**src/rtl/i2c_state_pkg.sv**
```systemverilog
// Shared types for the I2C register arbiter.
//   arb_state_t  : one-hot arbiter state, with matching bit-index constants
//   owner_t      : which requester was granted the bank most recently
package i2c_state_pkg;

  localparam int unsigned ARB_IDLE_BIT      = 0;
  localparam int unsigned ARB_I2C_ISSUE_BIT = 1;
  localparam int unsigned ARB_I2C_RESP_BIT  = 2;
  localparam int unsigned ARB_LOC_ISSUE_BIT = 3;
  localparam int unsigned ARB_LOC_RESP_BIT  = 4;

  typedef enum logic [4:0] {
    ARB_IDLE      = 5'b00001,
    ARB_I2C_ISSUE = 5'b00010,
    ARB_I2C_RESP  = 5'b00100,
    ARB_LOC_ISSUE = 5'b01000,
    ARB_LOC_RESP  = 5'b10000
  } arb_state_t;

  typedef enum logic {
    OWNER_I2C   = 1'b0,
    OWNER_LOCAL = 1'b1
  } owner_t;

endpackage

```
**src/rtl/i2c_req_capture.sv**
```systemverilog
// I2C-side request capture: pointer phase, single pending request latch and overrun flag.
// Ports:
//   clk, rst_n                 : system clock, async active-low reset
//   i2c_start/stop             : bus condition pulses (win over same-cycle byte/read pulses)
//   i2c_wr_vld, i2c_wr_byte    : received byte pulse and data
//   i2c_rd_req                 : transmit-byte request pulse
//   i2c_busy                   : an I2C bank op is in flight (issue or response cycle)
//   i2c_issue                  : the pending request is being issued this cycle
//   ptr_load, ptr_load_val     : first byte after START loads the register pointer
//   pend, pend_we, pend_wdata  : pending request and its latched type/data
//   overrun                    : sticky, request arrived while one was pending/in flight
module i2c_req_capture #(
  parameter int unsigned ADDR_W = 8
) (
  input  logic              clk,
  input  logic              rst_n,
  input  logic              i2c_start,
  input  logic              i2c_stop,
  input  logic              i2c_wr_vld,
  input  logic [7:0]        i2c_wr_byte,
  input  logic              i2c_rd_req,
  input  logic              i2c_busy,
  input  logic              i2c_issue,
  output logic              ptr_load,
  output logic [ADDR_W-1:0] ptr_load_val,
  output logic              pend,
  output logic              pend_we,
  output logic [7:0]        pend_wdata,
  output logic              overrun
);

  logic       phase_q, phase_d;
  logic       pend_q, pend_d;
  logic       we_q, we_d;
  logic [7:0] wdata_q, wdata_d;
  logic       ovr_q, ovr_d;

  always_comb begin
    phase_d  = phase_q;
    pend_d   = pend_q;
    we_d     = we_q;
    wdata_d  = wdata_q;
    ovr_d    = ovr_q;
    ptr_load = 1'b0;
    if (i2c_start || i2c_stop) begin
      // Bus conditions discard any unissued request; an issued op finishes on its own.
      phase_d = i2c_start;
      pend_d  = 1'b0;
    end else begin
      if (i2c_issue) pend_d = 1'b0;
      if (i2c_wr_vld && phase_q) begin
        ptr_load = 1'b1;
        phase_d  = 1'b0;
      end else if (i2c_wr_vld || i2c_rd_req) begin
        if (pend_q || i2c_busy) begin
          ovr_d = 1'b1;
        end else begin
          pend_d  = 1'b1;
          we_d    = i2c_wr_vld;
          wdata_d = i2c_wr_byte;
          // A read straight after START is a current-address read.
          phase_d = 1'b0;
        end
      end
    end
  end

  always_ff @(posedge clk or negedge rst_n) begin
    if (!rst_n) begin
      phase_q <= 1'b0;
      pend_q  <= 1'b0;
      we_q    <= 1'b0;
      wdata_q <= 8'h00;
      ovr_q   <= 1'b0;
    end else begin
      phase_q <= phase_d;
      pend_q  <= pend_d;
      we_q    <= we_d;
      wdata_q <= wdata_d;
      ovr_q   <= ovr_d;
    end
  end

  assign ptr_load_val = ADDR_W'(i2c_wr_byte);
  assign pend         = pend_q;
  assign pend_we      = we_q;
  assign pend_wdata   = wdata_q;
  assign overrun      = ovr_q;

endmodule

```
**src/rtl/i2c_reg_arbiter.sv**
```systemverilog
// Shares a single-port register bank between the I2C subordinate byte interface and a local
// host port. Round-robin on conflict; SCL is stretched while an I2C request waits or is served.
// Ports:
//   clk, rst_n                          : system clock, async active-low reset
//   i2c_start/stop/wr_vld/wr_byte/rd_req: synchronised single-cycle I2C-side pulses
//   i2c_rd_byte, i2c_rd_vld             : registered transmit byte and its update pulse
//   hold_clock_low                      : request SCL stretch
//   i2c_overrun                         : sticky request-while-busy flag
//   loc_req/we/addr/wdata               : local request, held until loc_done
//   loc_gnt, loc_done, loc_rdata        : local issue pulse, completion pulse, read data
//   reg_en/we/addr/wdata, reg_rdata     : bank port; read data valid the cycle after reg_en
module i2c_reg_arbiter
  import i2c_state_pkg::*;
#(
  parameter int unsigned ADDR_W = 8
) (
  input  logic              clk,
  input  logic              rst_n,
  input  logic              i2c_start,
  input  logic              i2c_stop,
  input  logic              i2c_wr_vld,
  input  logic [7:0]        i2c_wr_byte,
  input  logic              i2c_rd_req,
  output logic [7:0]        i2c_rd_byte,
  output logic              i2c_rd_vld,
  output logic              hold_clock_low,
  output logic              i2c_overrun,
  input  logic              loc_req,
  input  logic              loc_we,
  input  logic [ADDR_W-1:0] loc_addr,
  input  logic [7:0]        loc_wdata,
  output logic              loc_gnt,
  output logic              loc_done,
  output logic [7:0]        loc_rdata,
  output logic              reg_en,
  output logic              reg_we,
  output logic [ADDR_W-1:0] reg_addr,
  output logic [7:0]        reg_wdata,
  input  logic [7:0]        reg_rdata
);

  arb_state_t        state_q, state_d;
  owner_t            owner_q, owner_d;
  logic [ADDR_W-1:0] ptr_q, ptr_d;
  logic              op_we_q, op_we_d;
  logic [7:0]        rd_byte_q, rd_byte_d;
  logic              rd_vld_q, rd_vld_d;

  logic              ptr_load;
  logic [ADDR_W-1:0] ptr_load_val;
  logic              pend, pend_we, pend_live;
  logic [7:0]        pend_wdata;
  logic              i2c_busy, i2c_issue;

  assign i2c_issue = state_q[ARB_I2C_ISSUE_BIT];
  assign i2c_busy  = state_q[ARB_I2C_ISSUE_BIT] | state_q[ARB_I2C_RESP_BIT];
  // A START/STOP this cycle kills the pending request, so don't commit to issuing it.
  assign pend_live = pend & ~(i2c_start | i2c_stop);

  i2c_req_capture #(
    .ADDR_W (ADDR_W)
  ) u_capture (
    .clk          (clk),
    .rst_n        (rst_n),
    .i2c_start    (i2c_start),
    .i2c_stop     (i2c_stop),
    .i2c_wr_vld   (i2c_wr_vld),
    .i2c_wr_byte  (i2c_wr_byte),
    .i2c_rd_req   (i2c_rd_req),
    .i2c_busy     (i2c_busy),
    .i2c_issue    (i2c_issue),
    .ptr_load     (ptr_load),
    .ptr_load_val (ptr_load_val),
    .pend         (pend),
    .pend_we      (pend_we),
    .pend_wdata   (pend_wdata),
    .overrun      (i2c_overrun)
  );

  always_comb begin
    state_d   = state_q;
    owner_d   = owner_q;
    ptr_d     = ptr_q;
    op_we_d   = op_we_q;
    rd_byte_d = rd_byte_q;
    rd_vld_d  = 1'b0;
    reg_en    = 1'b0;
    reg_we    = 1'b0;
    reg_addr  = '0;
    reg_wdata = 8'h00;
    loc_gnt   = 1'b0;
    loc_done  = 1'b0;
    loc_rdata = 8'h00;
    if (ptr_load) ptr_d = ptr_load_val;
    unique case (state_q)
      ARB_IDLE: begin
        if (pend_live && (!loc_req || owner_q == OWNER_LOCAL)) begin
          state_d = ARB_I2C_ISSUE;
        end else if (loc_req) begin
          state_d = ARB_LOC_ISSUE;
        end
      end
      ARB_I2C_ISSUE: begin
        reg_en    = 1'b1;
        reg_we    = pend_we;
        reg_addr  = ptr_q;
        reg_wdata = pend_we ? pend_wdata : 8'h00;
        if (!ptr_load) ptr_d = ptr_q + ADDR_W'(1);
        owner_d   = OWNER_I2C;
        op_we_d   = pend_we;
        state_d   = ARB_I2C_RESP;
      end
      ARB_I2C_RESP: begin
        if (!op_we_q) begin
          rd_byte_d = reg_rdata;
          rd_vld_d  = 1'b1;
        end
        state_d = ARB_IDLE;
      end
      ARB_LOC_ISSUE: begin
        reg_en    = 1'b1;
        reg_we    = loc_we;
        reg_addr  = loc_addr;
        reg_wdata = loc_wdata;
        loc_gnt   = 1'b1;
        owner_d   = OWNER_LOCAL;
        op_we_d   = loc_we;
        state_d   = ARB_LOC_RESP;
      end
      ARB_LOC_RESP: begin
        loc_done  = 1'b1;
        loc_rdata = op_we_q ? 8'h00 : reg_rdata;
        state_d   = ARB_IDLE;
      end
      default: state_d = ARB_IDLE;
    endcase
  end

  always_ff @(posedge clk or negedge rst_n) begin
    if (!rst_n) begin
      state_q   <= ARB_IDLE;
      owner_q   <= OWNER_LOCAL;
      ptr_q     <= '0;
      op_we_q   <= 1'b0;
      rd_byte_q <= 8'h00;
      rd_vld_q  <= 1'b0;
    end else begin
      state_q   <= state_d;
      owner_q   <= owner_d;
      ptr_q     <= ptr_d;
      op_we_q   <= op_we_d;
      rd_byte_q <= rd_byte_d;
      rd_vld_q  <= rd_vld_d;
    end
  end

  assign i2c_rd_byte    = rd_byte_q;
  assign i2c_rd_vld     = rd_vld_q;
  assign hold_clock_low = pend | i2c_busy;

endmodule

```
**config.mk**
```make
export PLATFORM = sky130hd
export DESIGN_NAME = i2c_reg_arbiter
export DESIGN_NICKNAME = d
export VERILOG_FILES = /design/src/rtl/i2c_state_pkg.sv /design/src/rtl/i2c_req_capture.sv /design/src/rtl/i2c_reg_arbiter.sv
export SDC_FILE = /design/constraint.sdc
export NUM_CORES = 1
export LEC_CHECK = 0
export ABC_CLOCK_PERIOD_IN_PS = 2200
export CAP_MARGIN = 20
export CORE_UTILIZATION = 25
export CTS_CLUSTER_SIZE = 16
export DETAILED_ROUTE_END_ITERATION = 12
export GPL_TIMING_DRIVEN = 1
export HOLD_SLACK_MARGIN = 0.08
export PLACE_DENSITY_LB_ADDON = 0.08
export SLEW_MARGIN = 20
export SYNTH_ARGS = -nofsm -noshare
export SYNTH_HDL_FRONTEND = slang
export SYNTH_SLANG_ARGS = --single-unit
```
**constraint.sdc**
```tcl
create_clock -name clk -period 2.2 [get_ports clk]
set_input_delay 0.44 -clock clk [delete_from_list [all_inputs] [get_ports clk]]
set_output_delay 0.44 -clock clk [all_outputs]
set_load 0.03 [all_outputs]
```
==> results of run 1 <==
-- placed cells by master (no fill, tap or decap), drive strengths merged, types with 4 or more instances in the layout --
master and count:
xor2 4, nand2 11, clkdlybuf4s50 48, nand3 4
a22o 16, dfrtp 34, inv 4, o21ai 8
nor2 8, mux2 17, buf 49, clkbuf 6
and2 9, nor3b 4
-- where the power goes --
part	total (uW)	internal (uW)	leakage (uW)	switching (uW)
logic	969	492	0.000856	477
clock network	448	215	0.0000410	233
registers	937	813	0.000432	124
total	2350	1520	0.00133	834
-- worst max-delay path, delay by kind of cell, from the launching register on --
kind | cells | cell delay [ps]
AO/OA/AOI/OAI | 1 | 180
buffers and inverters | 2 | 330
flip-flops | 1 | 410
AND/OR/NAND/NOR | 2 | 670
-- state kept, by name, summed over array words and instances (netlist names), named ones only --
signal                flops
ptr_q                     7
u_capture.pend_wdata      8
op_we_q                   1
owner_q                   1
u_capture.overrun         1
i2c_rd_byte               8
state_q                   5
u_capture.pend            1
u_capture.phase_q         1
u_capture.pend_we         1
i2c_rd_vld                1
-- per-layer routing --
metal | wire length, um | vias to the layer above | track usage | part of all wire
li1 | - | 782 | - | -
met1 | 2350 | 789 | 0.186 | 0.45
met2 | 2470 | 53 | 0.244 | 0.48
met3 | 272 | 7 | 0.0322 | 0.053
met4 | 83 | 0 | 0.0626 | 0.016
met5 | 0 | - | 0 | 0
-- path summary, 6_finish.rpt --
check	end	cells past startpoint	startpoint
min	u_capture.overrun	1	u_capture.overrun
max reg2reg	u_capture.pend_wdata[6]	5	state_q[1]
min in group asynchronous	i2c_rd_byte[4]	2	rst_n
max	reg_wdata[3]	5	state_q[2]
max in group asynchronous	ptr_q[5]	3	rst_n
min reg2reg	u_capture.overrun	1	u_capture.overrun
-- cells by family (layout without fill, tap and decap cells) --
family | count (synthesis) | after routing | share of synthesized area
AOI/OAI and AO/OA | 35 | 35 | 0.144
xor gates and xnor gates | 5 | 5 | 0.0240
adders and majority gates | 1 | 1 | 0.00685
buffers and inverters | 11 | 110 | 0.0308
DFF | 36 | 36 | 0.495
muxes | 18 | 18 | 0.110
and+or+nand+nor | 55 | 55 | 0.189
-- cell usage after synthesis (2+ instances only) --
| library cell | instances | area, sq um |
|---|---|---|
| a21o_1 | 3 | 22.5 |
| a22o_1 | 16 | 140 |
| and2_1 | 9 | 56.3 |
| and3_1 | 2 | 12.5 |
| buf_2 | 3 | 15.0 |
| clkbuf_1 | 2 | 7.51 |
| dfrtp_1 | 34 | 851 |
| dfstp_2 | 2 | 52.6 |
| inv_1 | 4 | 15.0 |
| mux2_2 | 17 | 191 |
| nand2_1 | 11 | 41.3 |
| nand3_1 | 4 | 20.0 |
| nand4_1 | 2 | 12.5 |
| nor2_1 | 8 | 30.0 |
| nor2b_1 | 3 | 18.8 |
| nor3b_1 | 2 | 15.0 |
| nor3b_2 | 2 | 25.0 |
| o21ai_0 | 6 | 30.0 |
| o21ai_1 | 2 | 10.0 |
| o21bai_1 | 2 | 15.0 |
| xor2_1 | 4 | 35.0 |
-- final cells by class --
cell class,instances,area share
sequential,36,0.302
tap,96,0.0400
multi-input combinational,114,0.307
clock inverter,1,0.00167
inverter,4,0.00501
timing repair buffer,99,0.321
clock buffer,6,0.0242
-- per-stage QoR --
stage / util / total power [uW] / hold slack, ps / instance area [sq um] / setup WS (ps)
6_report: 0.434 / 2350 / 486 / 3000 / -120
5_1_grt: 0.434 / 2500 / 520 / 3000 / -179
4_1_cts: 0.433 / 2400 / 488 / 2990 / -147
3_5_place_dp: 0.396 / 1820 / 358 / 2730 / -19.7
3_3_place_gp: 0.396 / 1820 / 357 / 2730 / 18.8
2_1_floorplan: - / 1430 / 144 / 1830 / 2.79
-- repair_timing --
action | CTS | global route
endpoints found under the hold margin | 10 | 0
setup endpoints to repair | 28 | 27
hold buffers | 1 | 0
cloned | 1 | 0
buffers inserted | 4 | 3
pin swaps | 4 | 5
gates resized for setup | 33 | 9
==> reports/results.ini, run 1 <==
[outcome]
outcome = finished, violations left
violations = setup timing

[synthesis]
synth_cell_types = 44
ys_dominant_reg_cell = dfrtp_1
syn_avg_cell_area_sq_um = 11.3
ys_warn_count = 0
ys_ff_latch = 36
syn-num-nets = 202
syn_area_sq_um = 1830
async_flop_share = 1.00
synth-edff-count = 0
synthCells = 161
ys_seq_area_frac = 0.495

[cells_and_area]
layout.nets = 301
seqCellArea_sq_um = 905
drive_above_1_share = 0.362
multi_input_area_sq_um = 920
final_cells = 356
area_delta_synth_final_pct = 64.3
diodes = 0
fillers = 705

[sta]
worst_slew_pin_slew_ps = 484
drv_slew = 0
finalHoldViolations = 0
fmax_ghz = 0.431
setup_slack_ps = -120
clock_skew_ps = 5.02
rsz0062_at_grt = true
period_needed_ps = 2320
relSlewSlack = 0.673
setup_viol = 27
tns_ps = -2550
fin_crit_sh = 1.05

[drt]
drc = 0
post_drt_via_cell_ratio = 4.58
drtIter0Drc = 61
dr_total_vias = 1631
ant_nets = 0
first_pass_iters = 3
wl_per_cell_um = 14.5
routed_wl_um = 5170

[setup_path]
r2r_slack_ps = 440
crit_type = flip-flop to output port
crit_top_cell = buf_6
slowest_delay_ps = 410
path_max_fanout = 10
endpoint_kind = output port
crit_slowest_cell = dfrtp_2
critical_path_arrival_ps = 1880
worstPathRequired_ps = 1760
start_kind = flip-flop
path_cells = or3_4, nor3b_4, buf_6, a22o_1, buf_6

[grt]
grt_pass1_vias = 1634
antenna_found_initial = 0
gr-usage-all-layers = 0.148
grt-ovfl-total = 0
grt_max_degree = 15
grt_pass1_wl_um = 8290

[die]
io_pins = 79
die_y_um = 87.5
num_rows = 30
start_util = 0.264
die-width_um = 87.5
die_area_sq_um = 7650
core-area_sq_um = 6910

[min_path]
min_path_type = flip-flop to flip-flop

[clocking]
cts_tree = yes
path_clk_slew_ps = 70
cts_made_buffers = 5
cts_root_buf = clkbuf_8
clk_latency_ps = 290
cts_buffer_depth = 2
htreeDepth = 2
cts_sinks = 36

[placement]
port_buffers = 78
place.gp.congestion = 0.729
dp.cells = 342
hpwl_um = 3780

[power]
power_density_nw_per_um2 = 785
ir_drop_mv = 0.310
p_leak_uw = 0.00133

[flow_run]
drv_cap = 0

(Power assumes the default switching activity.)
==> run 2, diff against run 1 <==
Settings changed: PLACE_DENSITY_LB_ADDON 0.08 to 0.12.
==> run 2 against run 1 <==
  * The run still ends with setup timing left
  * Final area is 0.42% lower
  * Die area is the same
  * Clock power rose by 6.7%
  * Count of clock-buffer cells in the layout is 2 higher
  * Worst hold slack got worse by 330 ps
  * Worst setup slack improved by 43 ps
  * Via count shrank 1.0%
  * Sequential power fell by 1%
  * Global-route usage down 0.49 points
  * Utilization shrank 0.18 points
  * Total power up 0.19%
  * Wire length shrank 2.0%
  * Largest power group unchanged
==> reports/results.ini, run 2 (synthesized netlist as in run 1, its figures left out) <==
[sta]
setup_slack_ps = -77.0  ; was -120 ps
worst_slew_pin_slew_ps = 598  ; was 484 ps
setup_viol = 26  ; was 27
fin_crit_sh = 1.03  ; was 1.05
clock_skew_ps = 5.12  ; was 5.02 ps
fmax_ghz = 0.439  ; was 0.431 GHz
finalHoldViolations = 0  ; unchanged
relSlewSlack = 0.602  ; was 0.673
rsz0062_at_grt = true  ; unchanged
period_needed_ps = 2280  ; was 2320 ps
hold_slack_ps = 157  ; was 486 ps
drv_slew = 0  ; unchanged

[die]
die_area_sq_um = 7650  ; unchanged
die_y_um = 87.5  ; unchanged
num_rows = 30  ; unchanged
start_util = 0.264  ; unchanged
die-width_um = 87.5  ; unchanged
io_pins = 79  ; unchanged
core-area_sq_um = 6910  ; unchanged

[drt]
drc = 0  ; unchanged
post_drt_via_cell_ratio = 4.55  ; was 4.58
routed_wl_um = 5070  ; was 5170 um
drtIter0Drc = 39  ; was 61
dr_total_vias = 1614  ; was 1631
ant_nets = 0  ; unchanged
wl_per_cell_um = 14.3  ; was 14.5 um
first_pass_iters = 4  ; was 3

[power]
ir_drop_mv = 0.343  ; was 0.310 mV
p_leak_uw = 0.00133  ; about the same
power_density_nw_per_um2 = 790  ; was 785 nW/um^2

[flow_run]
drv_cap = 0  ; unchanged

[placement]
port_buffers = 78  ; unchanged
place.gp.congestion = 0.723  ; was 0.729
hpwl_um = 3680  ; was 3780 um
dpl_worst_slack_ps = 43.8  ; was -19.7 ps

[setup_path]
crit_type = flip-flop to output port  ; unchanged
endpoint_kind = output port  ; unchanged
start_kind = flip-flop  ; unchanged
worstPathRequired_ps = 1760  ; about the same
critical_path_arrival_ps = 1840  ; was 1880 ps
path_max_fanout = 10  ; unchanged

[clocking]
path_clk_slew_ps = 70  ; about the same
cts_buffer_depth = 2  ; unchanged
cts_made_buffers = 5  ; unchanged
cts_tree = yes  ; unchanged
clk_latency_ps = 280  ; was 290 ps
cts_sinks = 36  ; unchanged
ctsHoldBuffers = 0  ; was 1
htreeDepth = 2  ; unchanged
cts_root_buf = clkbuf_8  ; unchanged

[grt]
grt_max_degree = 26  ; was 15
grt_pass1_vias = 1625  ; was 1634
gr-usage-all-layers = 0.143  ; was 0.148
grt-ovfl-total = 0  ; unchanged
grt_pass1_wl_um = 8180  ; was 8290 um
antenna_found_initial = 0  ; unchanged

[cells_and_area]
seqCellArea_sq_um = 903  ; was 905 sq um
layout_commonest_cell = clkdlybuf4s50_1  ; unchanged
fillers = 725  ; was 705
final_cell_mix = 48 x clkdlybuf4s50_1, 34 x dfrtp_1, 28 x buf_6  ; was 48 x clkdlybuf4s50_1, 33 x dfrtp_1, 26 x buf_6
diodes = 0  ; unchanged
multi_input_area_sq_um = 902  ; was 920 sq um
layout.nets = 299  ; was 301
drive_above_1_share = 0.347  ; was 0.362
area_delta_synth_final_pct = 63.6  ; was 64.3%

[outcome]
outcome = finished, violations left  ; unchanged
violations = setup timing  ; unchanged

[min_path]
min_path_type = primary input to async pin  ; was flip-flop to flip-flop

## run 2: changes by cell type in the layout (fill, tap and decap cells not counted), sizes merged
cell and change:
clkinv -1, dlygate4sd2 -1, dlymetal6s2s +1, dlygate4sd3 -1, buf -1, clkbuf +2
## run 2: cell type report
type | instances | area share
timing repair buffer | 97 | 0.320
clock buffer | 8 | 0.0302
sequential | 36 | 0.302
inverter | 4 | 0.00503
multi-input combinational | 114 | 0.302
tap | 96 | 0.0402
## run 2: path summary, 6_finish.rpt
path / start / endpoint / slack (ps) / cells past startpoint
worst max-delay path: state_q[0] / reg_addr[1] / -80 / 5
worst min-delay path: rst_n / op_we_q / 160 / 1
worst max register to register: state_q[4] / i2c_rd_byte[6] / 350 / 4
worst min register to register: u_capture.overrun / u_capture.overrun / 480 / 1
max in group asynchronous: rst_n / i2c_rd_byte[0] / 1520 / 2
min in group clk: u_capture.overrun / u_capture.overrun / 480 / 1
## run 2: power by group
group | internal (uW) | switching [uW]
logic | 480 | 472
clock network | 255 | 222
registers | 813 | 115
total | 1550 | 810
## run 2: timing repair
action / in CTS / in global routing
setup endpoints to repair: 26 / 28
buffers inserted: 4 / 2
endpoints found under the hold margin: 0 / 0
pin swaps: 6 / 5
gates resized for setup: 29 / 12
gates cloned: 1 / 0
## run 2: per-stage QoR
step	TNS [ps]	utilization	std cells	power, uW	cell area [sq um]
2_1_floorplan	0	-	161	1430	1830
6_report	-1540	0.432	355	2360	2990
4_1_cts	-2320	0.431	355	2400	2980
3_5_place_dp	0	0.396	342	1810	2730
5_1_grt	-3430	0.432	355	2500	2990
3_3_place_gp	0	0.396	342	1800	2730
## run 2: layer usage
metal / track usage / vias to the layer above / part of all wire
met5: 0 / - / 0
met3: 0.0445 / 2 / 0.052
met2: 0.241 / 54 / 0.50
li1: - / 775 / -
met4: 0.0358 / 0 / 0.0061
met1: 0.176 / 783 / 0.44
## run 2: critical path, cell delays in order, from the launching register on
cell and delay, ps:
dfstp_2 380, or3_4 430, nor3b_4 260, buf_6 180
a22o_1 160, buf_6 140
